===== config.mk =====
export PLATFORM = sky130hd
export DESIGN_NAME = clut_banked
export DESIGN_NICKNAME = d
export VERILOG_FILES = /design/src/rtl/clut_pkg.sv /design/src/rtl/clut_load_fsm.sv /design/src/rtl/clut_banked.sv
export SDC_FILE = /design/constraint.sdc
export NUM_CORES = 1
export LEC_CHECK = 0
export ABC_AREA = 1
export ABC_CLOCK_PERIOD_IN_PS = 1400
export CAP_MARGIN = 40
export CORE_MARGIN = 1.5
export CORE_UTILIZATION = 39
export DETAILED_ROUTE_END_ITERATION = 16
export PLACE_DENSITY = 0.62
export SETUP_SLACK_MARGIN = 0.02
export SYNTH_ARGS = -nofsm -noshare
export SYNTH_HDL_FRONTEND = slang
export SYNTH_HIERARCHICAL = 1
export SYNTH_SLANG_ARGS = --single-unit

===== constraint.sdc =====
create_clock -name clk -period 1.4 [get_ports clk]
set_input_delay 0.14 -clock clk [delete_from_list [all_inputs] [get_ports clk]]
set_output_delay 0.14 -clock clk [all_outputs]
set_load 0.01 [all_outputs]

===== src/rtl/clut_pkg.sv =====
// rtl/clut_pkg.sv - shared types, constants and bank-width helper for the banked CLUT
package clut_pkg;

  typedef enum logic {
    LD_IDLE = 1'b0,
    LD_LOAD = 1'b1
  } ld_state_e;

  localparam logic [63:0] CLUT_RESET_COLR = 64'd0;

  // A single bank still needs a 1-bit select so ports never collapse to zero width.
  function automatic int clut_bankw(input int banks);
    return (banks > 1) ? $clog2(banks) : 1;
  endfunction

endpackage


===== src/rtl/clut_load_fsm.sv =====
// rtl/clut_load_fsm.sv - palette load handshake: bank/pointer capture, beat acceptance, done pulse
module clut_load_fsm
  import clut_pkg::*;
#(
  parameter int CIDXW = 4,
  parameter int BANKS = 2,
  parameter int BANKW = clut_bankw(BANKS)
) (
  input  logic             clk,
  input  logic             rst_n,
  input  logic             i_ld_start,
  input  logic [BANKW-1:0] i_ld_bank,
  input  logic [CIDXW-1:0] i_ld_base,
  input  logic             i_ld_valid,
  input  logic             i_ld_last,
  output logic             o_ld_ready,
  output logic             o_ld_done,
  output logic             o_we,
  output logic [BANKW-1:0] o_wbank,
  output logic [CIDXW-1:0] o_waddr
);

  localparam logic [BANKW:0] BANK_LIM = BANKS[BANKW:0];

  ld_state_e        r_state;
  ld_state_e        w_state_nxt;
  logic [CIDXW-1:0] r_ptr;
  logic [BANKW-1:0] r_bank;
  logic             r_done;
  logic             w_start_ok;
  logic             w_accept;

  assign w_start_ok = i_ld_start && ({1'b0, i_ld_bank} < BANK_LIM);

  always_ff @(posedge clk or negedge rst_n) begin
    if (!rst_n) begin
      r_state <= LD_IDLE;
    end else begin
      r_state <= w_state_nxt;
    end
  end

  always_comb begin
    w_state_nxt = r_state;
    case (r_state)
      LD_IDLE: if (w_start_ok) w_state_nxt = LD_LOAD;
      LD_LOAD: if (w_accept && i_ld_last) w_state_nxt = LD_IDLE;
      default: w_state_nxt = LD_IDLE;
    endcase
  end

  always_comb begin
    o_ld_ready = 1'b0;
    w_accept   = 1'b0;
    if (r_state == LD_LOAD) begin
      o_ld_ready = 1'b1;
      w_accept   = i_ld_valid;
    end
  end

  // Pointer wraps naturally at 2**CIDXW entries.
  always_ff @(posedge clk or negedge rst_n) begin
    if (!rst_n) begin
      r_ptr  <= '0;
      r_bank <= '0;
      r_done <= 1'b0;
    end else begin
      r_done <= w_accept && i_ld_last;
      if ((r_state == LD_IDLE) && w_start_ok) begin
        r_bank <= i_ld_bank;
        r_ptr  <= i_ld_base;
      end else if (w_accept) begin
        r_ptr <= r_ptr + 1'b1;
      end
    end
  end

  assign o_we      = w_accept;
  assign o_wbank   = r_bank;
  assign o_waddr   = r_ptr;
  assign o_ld_done = r_done;

endmodule


===== src/rtl/clut_banked.sv =====
// rtl/clut_banked.sv - multi-bank colour lookup table with frame-synchronous bank switch (option: CLUT_BLANK_EN)
module clut_banked
  import clut_pkg::*;
#(
  parameter int COLRW = 12,
  parameter int CIDXW = 4,
  parameter int BANKS = 2,
  parameter int BANKW = clut_bankw(BANKS)
) (
  input  logic             clk,
  input  logic             rst_n,
  input  logic             frame_start,
  input  logic             pix_valid,
  input  logic             pix_de,
  input  logic [CIDXW-1:0] pix_idx,
  output logic             colr_valid,
  output logic [COLRW-1:0] colr_out,
  input  logic             sel_req,
  input  logic [BANKW-1:0] sel_bank,
  output logic [BANKW-1:0] act_bank,
  input  logic             ld_start,
  input  logic [BANKW-1:0] ld_bank,
  input  logic [CIDXW-1:0] ld_base,
  input  logic             ld_valid,
  output logic             ld_ready,
  input  logic [COLRW-1:0] ld_data,
  input  logic             ld_last,
  output logic             ld_done
);

  localparam int              DEPTH    = 1 << CIDXW;
  localparam logic [BANKW:0]  BANK_LIM = BANKS[BANKW:0];
  localparam logic [COLRW-1:0] RST_COLR = CLUT_RESET_COLR[COLRW-1:0];

  logic [COLRW-1:0] r_pal [BANKS][DEPTH];
  logic             r_s1_valid;
  logic [CIDXW-1:0] r_s1_idx;
  logic [BANKW-1:0] r_s1_bank;
  logic             r_colr_valid;
  logic [COLRW-1:0] r_colr_out;
  logic             r_pend;
  logic [BANKW-1:0] r_pend_bank;
  logic [BANKW-1:0] r_act_bank;
  logic             w_sel_ok;
  logic             w_we;
  logic [BANKW-1:0] w_wbank;
  logic [CIDXW-1:0] w_waddr;
  logic [COLRW-1:0] w_rd;

  clut_load_fsm #(
    .CIDXW (CIDXW),
    .BANKS (BANKS),
    .BANKW (BANKW)
  ) u_load_fsm (
    .clk        (clk),
    .rst_n      (rst_n),
    .i_ld_start (ld_start),
    .i_ld_bank  (ld_bank),
    .i_ld_base  (ld_base),
    .i_ld_valid (ld_valid),
    .i_ld_last  (ld_last),
    .o_ld_ready (ld_ready),
    .o_ld_done  (ld_done),
    .o_we       (w_we),
    .o_wbank    (w_wbank),
    .o_waddr    (w_waddr)
  );

  always_ff @(posedge clk or negedge rst_n) begin
    if (!rst_n) begin
      for (int b = 0; b < BANKS; b++) begin
        for (int e = 0; e < DEPTH; e++) begin
          r_pal[b][e] <= RST_COLR;
        end
      end
    end else if (w_we) begin
      r_pal[w_wbank][w_waddr] <= ld_data;
    end
  end

  // A request arriving with frame_start wins over any older pending one.
  assign w_sel_ok = sel_req && ({1'b0, sel_bank} < BANK_LIM);

  always_ff @(posedge clk or negedge rst_n) begin
    if (!rst_n) begin
      r_pend      <= 1'b0;
      r_pend_bank <= '0;
      r_act_bank  <= '0;
    end else if (frame_start) begin
      r_pend <= 1'b0;
      if (w_sel_ok) begin
        r_act_bank <= sel_bank;
      end else if (r_pend) begin
        r_act_bank <= r_pend_bank;
      end
    end else if (w_sel_ok) begin
      r_pend      <= 1'b1;
      r_pend_bank <= sel_bank;
    end
  end

  assign w_rd = r_pal[r_s1_bank][r_s1_idx];

`ifdef CLUT_BLANK_EN
  logic r_s1_de;

  always_ff @(posedge clk or negedge rst_n) begin
    if (!rst_n) begin
      r_s1_de <= 1'b0;
    end else begin
      r_s1_de <= pix_de;
    end
  end

  always_ff @(posedge clk or negedge rst_n) begin
    if (!rst_n) begin
      r_colr_out <= RST_COLR;
    end else begin
      r_colr_out <= r_s1_de ? w_rd : RST_COLR;
    end
  end
`else
  logic w_unused_de;
  assign w_unused_de = pix_de;

  always_ff @(posedge clk or negedge rst_n) begin
    if (!rst_n) begin
      r_colr_out <= RST_COLR;
    end else begin
      r_colr_out <= w_rd;
    end
  end
`endif

  always_ff @(posedge clk or negedge rst_n) begin
    if (!rst_n) begin
      r_s1_valid   <= 1'b0;
      r_s1_idx     <= '0;
      r_s1_bank    <= '0;
      r_colr_valid <= 1'b0;
    end else begin
      r_s1_valid   <= pix_valid;
      r_s1_idx     <= pix_idx;
      r_s1_bank    <= r_act_bank;
      r_colr_valid <= r_s1_valid;
    end
  end

  assign colr_valid = r_colr_valid;
  assign colr_out   = r_colr_out;
  assign act_bank   = r_act_bank;

endmodule


==> out/metrics.cfg, run 1 <==
[outcome]
status = complete, but fails checks
violations = setup timing

[synth]
synth_common_cells = nand2_1, dfrtp_1, o21ai_0, nand3_1, o21ai_1
ys_seq_elements = 413
synth-async-reset-ratio_pct = 100
synth_fp_nets = 2350
synthXorXnorAreaFrac_pct = 0
synth_compound_area_share_pct = 10.5
synth.distinct_cells = 27
synth_top_family_by_area = simple AND/OR/NAND/NOR gates
synth-simple-area-share_pct = 28.7
yosysSeqAreaShare_pct = 55.1
synth_mux_area_share_pct = 0.0600
synth_top_area_cell = dfrtp_1
avgSynthCellArea_sq_um = 8.09
synthCells = 2318
yosys.area.top_type_share_pct = 55.1
synth_warnings = 6
synthAdderAreaFrac_pct = 0.0667
synth-edff-count = 0
yosys-top-cells-area = dfrtp_1, nand2_1, o21ai_0
synthFlopType = dfrtp_1
yosysMostFrequentCell = nand2_1
synth_area_sq_um = 18800

[clock_tree]
clock_sinks = 413
cts_tree = yes
htree_levels = 2
clkTransAtPathRegs_ns = 0.06
numCtsBuffers = 46
ctsLongestPathBuffers = 3
clock-root-buffer = clkbuf_16
clk_latency_ns = 0.59

[floorplan]
die_area_sq_um = 49400
rows = 80
io_pins = 47
start_util_pct = 39.4
die_h_um = 222
fp.coreArea_sq_um = 47600
die_w_um = 222

[place]
port_buffers = 45
globalplace.congestion = 0.827
place_inst = 2911
place_ws_ns = -0.407
dp_hpwl_mm = 33.7

[timing]
finClkSkew_ns = 0.0106
holdWs_ns = 0.0683
setup_viol = 386
fmax_mhz = 554
fin_crit_ns = 1.80
maxSlewHeadroom_pct = 70.2
finalMaxSlewViolations = 0
period_share_pct = 129
tns_ns = -68.48
hold_viol = 0
rsz0062_at_grt = yes
worst_pin_slew_ns = 0.447
setup_ws_ns = -0.404

[setup_path]
reg2reg_depth = 10
cpMostUsedCell = nand2_1
worstReg2RegEnd = colr_out[2]
crit_path_top_delay_cell = dfrtp_4
crit_chain = buf_4, buf_4, nand2_1, nand3_1, nand3_1, nand2_2, nand2_1, nand2_1, nand2_1, nand2_1
worstPathArrival_ns = 2.28
crit_type = register to register
worstPathRequired_ns = 1.87
path_buf_inv = 2
setup.worst_path.start = r_s1_bank
cp_max_fo = 13
r2r_start = r_s1_bank
reg2reg_slack_ns = -0.40
worst_setup_path_end_kind = register
crit_path_start_kind = register
critical_path.max_stage_delay_ns = 0.54
crit_family = simple AND/OR/NAND/NOR gates

[route]
drc = 0
dr_wl_met3_mm = 5.40
wirelength_mm = 69.8
routedLengthMet1_mm = 27.8
vias = 18132
wl_per_cell_um = 22.2
dr_wl_met2_mm = 33.3
ant_nets = 0
drtIter0Drc = 2162
firstDrtPassIters = 6
dr.max_layer_used = met4
viasPerCell = 5.78

[global_routing]
antenna_found_initial = 0
grt_max_degree = 59
grt_util_all_layers_pct = 26.2
gr-total-overflow = 0
grt_pass1_vias = 17203
grt_pass1_wl_mm = 101

[power_and_ir_drop]
pwr_density_cell_nw_per_um2 = 1770
ir_drop_v = 0.000902
leakage_nw = 11.8

[finish]
nets = 2524
n_antenna_cell = 0
drive_gt1_share_pct = 30.4
syn2layout_area_growth_pct = 43.5
instances_no_fill = 3137
fin_util_pct = 56.5

[hold_path]
hp-class = input port to asynchronous set/reset pin

[flow_run]
maxCapViolCount = 0

==> per-stage QoR <==
step / total power, W / instance area [sq um]
after global placement: 0.0290 / 20900
after CTS: 0.0442 / 24800
after detailed placement: 0.0295 / 20900
after floorplan: 0.0257 / 19100
final: 0.0476 / 26900
after global routing: 0.0500 / 26900
==> timing repair <==
action                                 CTS  global route
gates resized for setup                446           427
endpoints found under the hold margin  418             0
pin swaps                               55            68
buffers inserted                        50            20
cloned                                  48            29
hold buffers                             6             0
setup endpoints to repair              393           397
==> cell usage in the layout (no fill, tap or decap), types with 2 or more instances in the layout <==
cell | Yosys | layout
a21oi_1 | 3 | 3
buf_12 | 0 | 103
buf_16 | 0 | 12
buf_2 | 78 | 12
buf_4 | 24 | 51
buf_6 | 7 | 24
buf_8 | 0 | 9
clkbuf_1 | 68 | 13
clkbuf_16 | 0 | 63
clkbuf_8 | 0 | 9
clkdlybuf4s15_1 | 0 | 3
clkdlybuf4s50_1 | 0 | 28
clkinv_2 | 0 | 5
dfrtp_1 | 413 | 404
dfrtp_2 | 0 | 7
dfrtp_4 | 0 | 2
dlygate4sd3_1 | 0 | 6
inv_1 | 26 | 23
inv_2 | 5 | 4
inv_4 | 1 | 2
inv_6 | 0 | 2
inv_8 | 0 | 2
nand2_1 | 957 | 730
nand2_2 | 19 | 141
nand2_4 | 0 | 81
nand2_8 | 0 | 70
nand3_1 | 293 | 273
nand3_2 | 0 | 19
nor2_1 | 10 | 3
nor2_2 | 6 | 6
nor2_4 | 9 | 16
o21ai_0 | 295 | 103
o21ai_1 | 90 | 161
o21ai_2 | 0 | 120
or2_4 | 2 | 2
==> worst max path at each step <==
stage / to / slack [ns] / cells after the start
global placement: colr_out[2] / -0.38 / 11
CTS: colr_out[2] / -0.34 / 10
global route: colr_out[4] / -0.44 / 12
finish: colr_out[2] / -0.40 / 10
detailed placement: colr_out[2] / -0.41 / 11
floorplan: r_pal[351] / -0.06 / 9
==> flip-flops by register name, summed over array words and instances, names as in the netlist <==
signal	count
u_load_fsm/o_wbank	1
u_load_fsm/o_ld_done	1
r_s1_bank	1
colr_valid	1
u_load_fsm/o_waddr	4
colr_out	12
act_bank	1
r_pal	384
r_s1_valid	1
r_pend	1
r_pend_bank	1
r_s1_idx	4
u_load_fsm/r_state	1
==> final cells by class <==
cell class / count / area (sq um)
multi-input combinational: 1737 / 10200
clock inverter: 7 / 66.3
inverter: 32 / 143
tap: 615 / 769
sequential: 413 / 10400
fill: 3895 / 20700
timing repair buffer: 262 / 3960
clock buffer: 71 / 1400
==> layer usage <==
metal / track usage (%) / vias to the layer above
li1: - / 8003
met1: 34.0 / 8935
met2: 43.2 / 955
met3: 4.55 / 239
met4: 10.9 / 0
met5: 0 / -
==> kinds of logic (layout without fill, tap and decap cells) <==
kind of cell / count (synthesis) / after routing
buf+inv: 214 / 372
mux: 1 / 1
flops: 413 / 413
fa+ha+maj: 1 / 1
compound gates: 392 / 392
simple gates: 1297 / 1343
==> power breakdown <==
| part | switching (W) | internal, W |
|---|---|---|
| registers | 0.00347 | 0.0165 |
| clock network | 0.00499 | 0.00701 |
| logic | 0.00859 | 0.00704 |
No activity file was read; power rests on OpenSTA's default activity.
==> run 2, diff against run 1 <==
- HOLD_SLACK_MARGIN: unset -> 0.12
==> run 2 against run 1 <==
  * The flow still finishes with violations (setup timing)
  * Via count up 0.30%
  * Total power about the same
  * Sequential power about the same
  * Clock skew down 0.0022 ns
  * Setup slack better by 0.031 ns
  * Critical path type unchanged
==> out/metrics.cfg, run 2 (synthesis gave the netlist of run 1 again) <==
[outcome]
status = complete, but fails checks
violations = setup timing

[clock_tree]
clkTransAtPathRegs_ns = 0.06
clock-root-buffer = clkbuf_16
numCtsBuffers = 46
clk_latency_ns = 0.58
cts_tree = yes
ctsLongestPathBuffers = 3
htree_levels = 2
clock_sinks = 413

[floorplan]
die_w_um = 222
start_util_pct = 39.4
io_pins = 47
die_area_sq_um = 49400
rows = 80
die_h_um = 222
fp.coreArea_sq_um = 47600

[global_routing]
grt_util_all_layers_pct = 26.2
gr-total-overflow = 0
antenna_found_initial = 0
grt_max_degree = 59
grt_pass1_wl_mm = 101
grt_pass1_vias = 17213

[timing]
maxSlewHeadroom_pct = 71.0
fin_crit_ns = 1.77
setup_viol = 386
finClkSkew_ns = 0.00834
hold_viol = 0
fmax_mhz = 564
setup_ws_ns = -0.373
period_share_pct = 127
tns_ns = -69.41
worst_pin_slew_ns = 0.434
finalMaxSlewViolations = 0
rsz0062_at_grt = yes

[route]
drtIter0Drc = 2053
firstDrtPassIters = 7
wl_per_cell_um = 22.3
ant_nets = 0
dr.max_layer_used = met4
drc = 0
vias = 18187
wirelength_mm = 70.0
dr_wl_met3_mm = 5.33
dr_wl_met2_mm = 33.5
viasPerCell = 5.79
routedLengthMet1_mm = 28.0

[finish]
nets = 2528
layout_common_cells = nand2_1, dfrtp_1, nand3_1, o21ai_1, nand2_2
largest_register_ff_count = 384
multi_input_area_sq_um = 10200
seq_area_sq_um = 10400
syn2layout_area_growth_pct = 43.7
regMostFlops = r_pal
finish.instance_area_sq_um = 27000
final_common_cell = nand2_1
drive_gt1_share_pct = 30.4
nFillCells = 3889
instances_no_fill = 3141
n_antenna_cell = 0

[setup_path]
worst_setup_path_end_kind = register
crit_type = register to register
crit_path_start_kind = register
worstPathArrival_ns = 2.30
cp_max_fo = 17
crit_path_top_delay_cell = dfrtp_4
crit_chain = inv_8, buf_12, buf_12, nand2_1, nand3_2, nand3_2, nand2_2, nand2_1, nand2_1, nand2_1, nand2_1
cpMostUsedCell = nand2_1
worstPathRequired_ns = 1.93
critical_path.max_stage_delay_ns = 0.55

[place]
globalplace.congestion = 0.827
place_inst = 2911
placed_cell_area_sq_um = 20900
place_ws_ns = -0.407
dp_hpwl_mm = 33.7
port_buffers = 45

[power_and_ir_drop]
leakage_nw = 11.8
pwr_density_cell_nw_per_um2 = 1760
ir_drop_v = 0.000893

[hold_path]
hp-class = input port to register

[flow_run]
maxCapViolCount = 0

[run 2: cell count changes in the layout (fill, tap and decap cells not counted), sizes merged]
cell         change
dlygate4sd3      +3
buf              +1
[run 2: final cells by class]
cell class	count	share of cell area [%]
Clock buffer	71	5.19
Clock inverter	7	0.246
Inverter	32	0.529
Multi-Input combinational cell	1737	37.9
Sequential cell	413	38.4
Tap cell	615	2.85
Timing Repair Buffer	266	14.9
[run 2: power by group]
group / leakage [nW] / switching (W) / internal [W]
clock: 0.724 / 0.00498 / 0.00701
sequential: 5.45 / 0.00347 / 0.0165
combinational: 5.63 / 0.00859 / 0.00705
[run 2: stage by stage]
stage,hold WS (ns),power (W),utilization (%)
after global placement,0.0604,0.0290,43.8
after floorplan,-0.156,0.0257,-
final,0.152,0.0476,56.6
after global routing,0.169,0.0500,56.6
after CTS,0.0445,0.0442,52.2
after detailed placement,0.0685,0.0295,43.8
[run 2: layer usage]
layer | up-vias | track usage (%)
li1 | 8026 | -
met1 | 8960 | 34.1
met2 | 955 | 43.2
met3 | 246 | 4.55
met4 | 0 | 10.9
met5 | - | 0
[run 2: what timing repair did]
item                       in CTS  in global routing
pin swaps                      55                 68
hold endpoints to repair      421                 16
hold buffers                    9                  1
setup endpoints to repair     393                397
gates resized for setup       446                427
setup buffers                  50                 20
gates cloned                   48                 29
[run 2: final timing paths]
path	startpoint	endpoint	slack, ns	cells after the start
min	ld_base[0]	u_load_fsm/o_waddr[0]	0.15	3
max	r_s1_bank	colr_out[4]	-0.37	11
max reg2reg	r_s1_bank	colr_out[4]	-0.37	11
min in group asynchronous	rst_n	r_pal[264]	0.29	3
max in group asynchronous	rst_n	r_s1_idx[0]	0.65	3
min reg2reg	r_s1_valid	colr_valid	0.35	0
[run 2: worst max-delay path: cells and delay by family, from the launching register on]
kind                   cells  cell delay [ns]
AND/OR/NAND/NOR            8             0.70
flip-flops                 1             0.55
buffers and inverters      3             0.44
==> run 3, diff against run 2 <==
- CELL_PAD_IN_SITES_DETAIL_PLACEMENT: unset -> 0
- CELL_PAD_IN_SITES_GLOBAL_PLACEMENT: unset -> 1
- CORE_UTILIZATION: 39 -> 42
- PLACE_DENSITY: 0.62 -> 0.81
- SLEW_MARGIN: unset -> 10
==> run 3 against run 2 <==
  * The run still ends with setup timing left
  * Maximum frequency is 1.8% lower
  * Setup slack worse by 0.033 ns
  * Utilization grew 6.6 points
  * Flip-flop and latch count stayed put
  * Clock skew increased by 0.022 ns
  * Sequential power is essentially flat
  * Clock power grew 6%
  * Die area decreased by 7.1%
  * Global-route usage up 3.3 points
  * Sequential share of layout area fell by 1.2 points
  * Via count increased by 3.6%
  * Critical endpoint is now colr_out[6]
  * Largest cell class unchanged
  * Largest power group unchanged
  * Highest routed layer unchanged
==> out/metrics.cfg, run 3 (synthesis gave the netlist of run 1 again) <==
[finish]
drive_gt1_share_pct = 34.5
layout_common_cells = nand2_1, dfrtp_1, nand3_1, nand2_2, o21ai_1
nFillCells = 3424
instances_no_fill = 3157
largest_register_ff_count = 384
nets = 2562
n_antenna_cell = 0
final_common_cell = nand2_1
regMostFlops = r_pal
fin_util_pct = 63.1
syn2layout_area_growth_pct = 48.5

[clock_tree]
htree_levels = 2
numCtsBuffers = 46
clock_sinks = 413
clk_latency_ns = 0.60
cts_tree = yes
clock-root-buffer = clkbuf_16
clkTransAtPathRegs_ns = 0.06
ctsLongestPathBuffers = 3

[route]
viasPerCell = 5.97
wirelength_mm = 75.8
drtIter0Drc = 2393
firstDrtPassIters = 5
ant_nets = 0
wl_per_cell_um = 24.0
drc = 0
vias = 18846

[timing]
fin_crit_ns = 1.81
tns_ns = -69.16
finClkSkew_ns = 0.0301
maxSlewHeadroom_pct = 61.3
rsz0062_at_grt = yes
fmax_mhz = 554
hold_viol = 0
finalMaxSlewViolations = 0
worst_pin_slew_ns = 0.580
period_share_pct = 129
setup_ws_ns = -0.406
setup_viol = 402

[setup_path]
crit_end = colr_out[6]
crit_chain = buf_12, clkinv_16, buf_12, buf_16, nand2_1, nand3_1, nand3_2, nand2_1, nand2_2, nand2_1, nand2_1, nand2_1
reg2reg_slack_ns = -0.41
cpMostUsedCell = nand2_1
r2r_start = r_s1_bank
cp_max_fo = 10
worstPathArrival_ns = 2.33
worst_setup_path_end_kind = register
crit_path_start_kind = register
worstReg2RegEnd = colr_out[6]
critical_path.max_stage_delay_ns = 0.50
setup.worst_path.start = r_s1_bank
worstPathRequired_ns = 1.92
crit_type = register to register
crit_family = simple AND/OR/NAND/NOR gates
path_buf_inv = 4
reg2reg_depth = 12
crit_cells = 12
crit_path_top_delay_cell = dfrtp_4

[floorplan]
rows = 77
start_util_pct = 42.5
die_w_um = 214
io_pins = 47
die_h_um = 214
die_area_sq_um = 45900
fp.coreArea_sq_um = 44100

[place]
place_inst = 2878
dp_hpwl_mm = 33.3
globalplace.congestion = 0.831
port_buffers = 45

[global_routing]
gr-total-overflow = 0
grt_pass1_wl_mm = 104
grt_pass1_vias = 17434
antenna_found_initial = 0
grt_max_degree = 76
grt_util_all_layers_pct = 29.5

[flow_run]
maxCapViolCount = 0

[power_and_ir_drop]
leakage_nw = 12.4
pwr_density_cell_nw_per_um2 = 1770
ir_drop_v = 0.000982

[outcome]
status = complete, but fails checks
violations = setup timing

[hold_path]
hp-class = input port to register

run 3: cell count changes in the layout (fill, tap and decap cells not counted), sizes merged, moves of 2 or more:
cell | before | now
buf | 212 | 239
bufinv | 1 | 4
clkbuf | 85 | 87
clkdlybuf4s15 | 3 | 9
clkinvlp | 0 | 3
nand2 | 1022 | 1019
run 3: through the flow:
stage / hold WS, ns / cell area [sq um] / power [W] / setup slack [ns]
2_1_floorplan: -0.156 / 19100 / 0.0257 / -0.0574
3_5_place_dp: 0.0421 / 20600 / 0.0293 / -0.443
6_report: 0.141 / 27900 / 0.0492 / -0.406
4_1_cts: 0.141 / 25200 / 0.0448 / -0.360
3_3_place_gp: 0.0377 / 20600 / 0.0289 / -0.425
5_1_grt: 0.168 / 27900 / 0.0515 / -0.447
run 3: layout make-up:
| type | count | area (sq um) | share of cell area, % |
|---|---|---|---|
| Clock buffer | 71 | 1370 | 4.90 |
| Sequential cell | 413 | 10300 | 37.1 |
| Timing Repair Buffer | 302 | 4700 | 16.9 |
| Tap cell | 592 | 741 | 2.66 |
| Timing Repair inverter | 1 | 8.76 | 0.0314 |
| Multi-Input combinational cell | 1734 | 10300 | 37.1 |
| Inverter | 32 | 165 | 0.593 |
| Clock inverter | 12 | 190 | 0.683 |
run 3: timing repair:
action,4_1_cts,5_1_grt
setup buffers,59,40
cloned,59,34
endpoints found under the hold margin,421,0
endpoints found under the setup margin,373,401
pin swaps,54,87
resized for setup,481,521
hold buffers,10,0
run 3: worst register-to-register path, stage by stage (launching register included):
cell	delay (ns)
dfrtp_4	0.50
buf_12	0.17
clkinv_16	0.09
buf_12	0.13
buf_16	0.14
nand2_1	0.07
nand3_1	0.11
nand3_2	0.11
nand2_1	0.12
nand2_2	0.07
nand2_1	0.08
nand2_1	0.06
nand2_1	0.08
run 3: metal layers:
metal  up-vias  wire [um]  track usage [%]
li1       8086          -                -
met1      9378      29000             38.3
met2      1062      35700             47.6
met3       320       6640             5.59
met4         0       4360             13.9
met5         -          0                0
run 3: worst min-delay path by stage:
stage                     startpoint    endpoint  cells after the start
after floorplan                rst_n    act_bank                      0
after global placement         rst_n  r_pal[241]                      1
after detailed placement       rst_n  r_pal[241]                      1
after CTS                   sel_bank    act_bank                      3
after global routing        sel_bank    act_bank                      3
final                       sel_bank    act_bank                      3
run 3: power by group:
part / switching (W) / internal (W) / leakage [nW]
Combinational: 0.00910 / 0.00752 / 6.18
Clock: 0.00520 / 0.00746 / 0.750
Sequential: 0.00347 / 0.0165 / 5.45
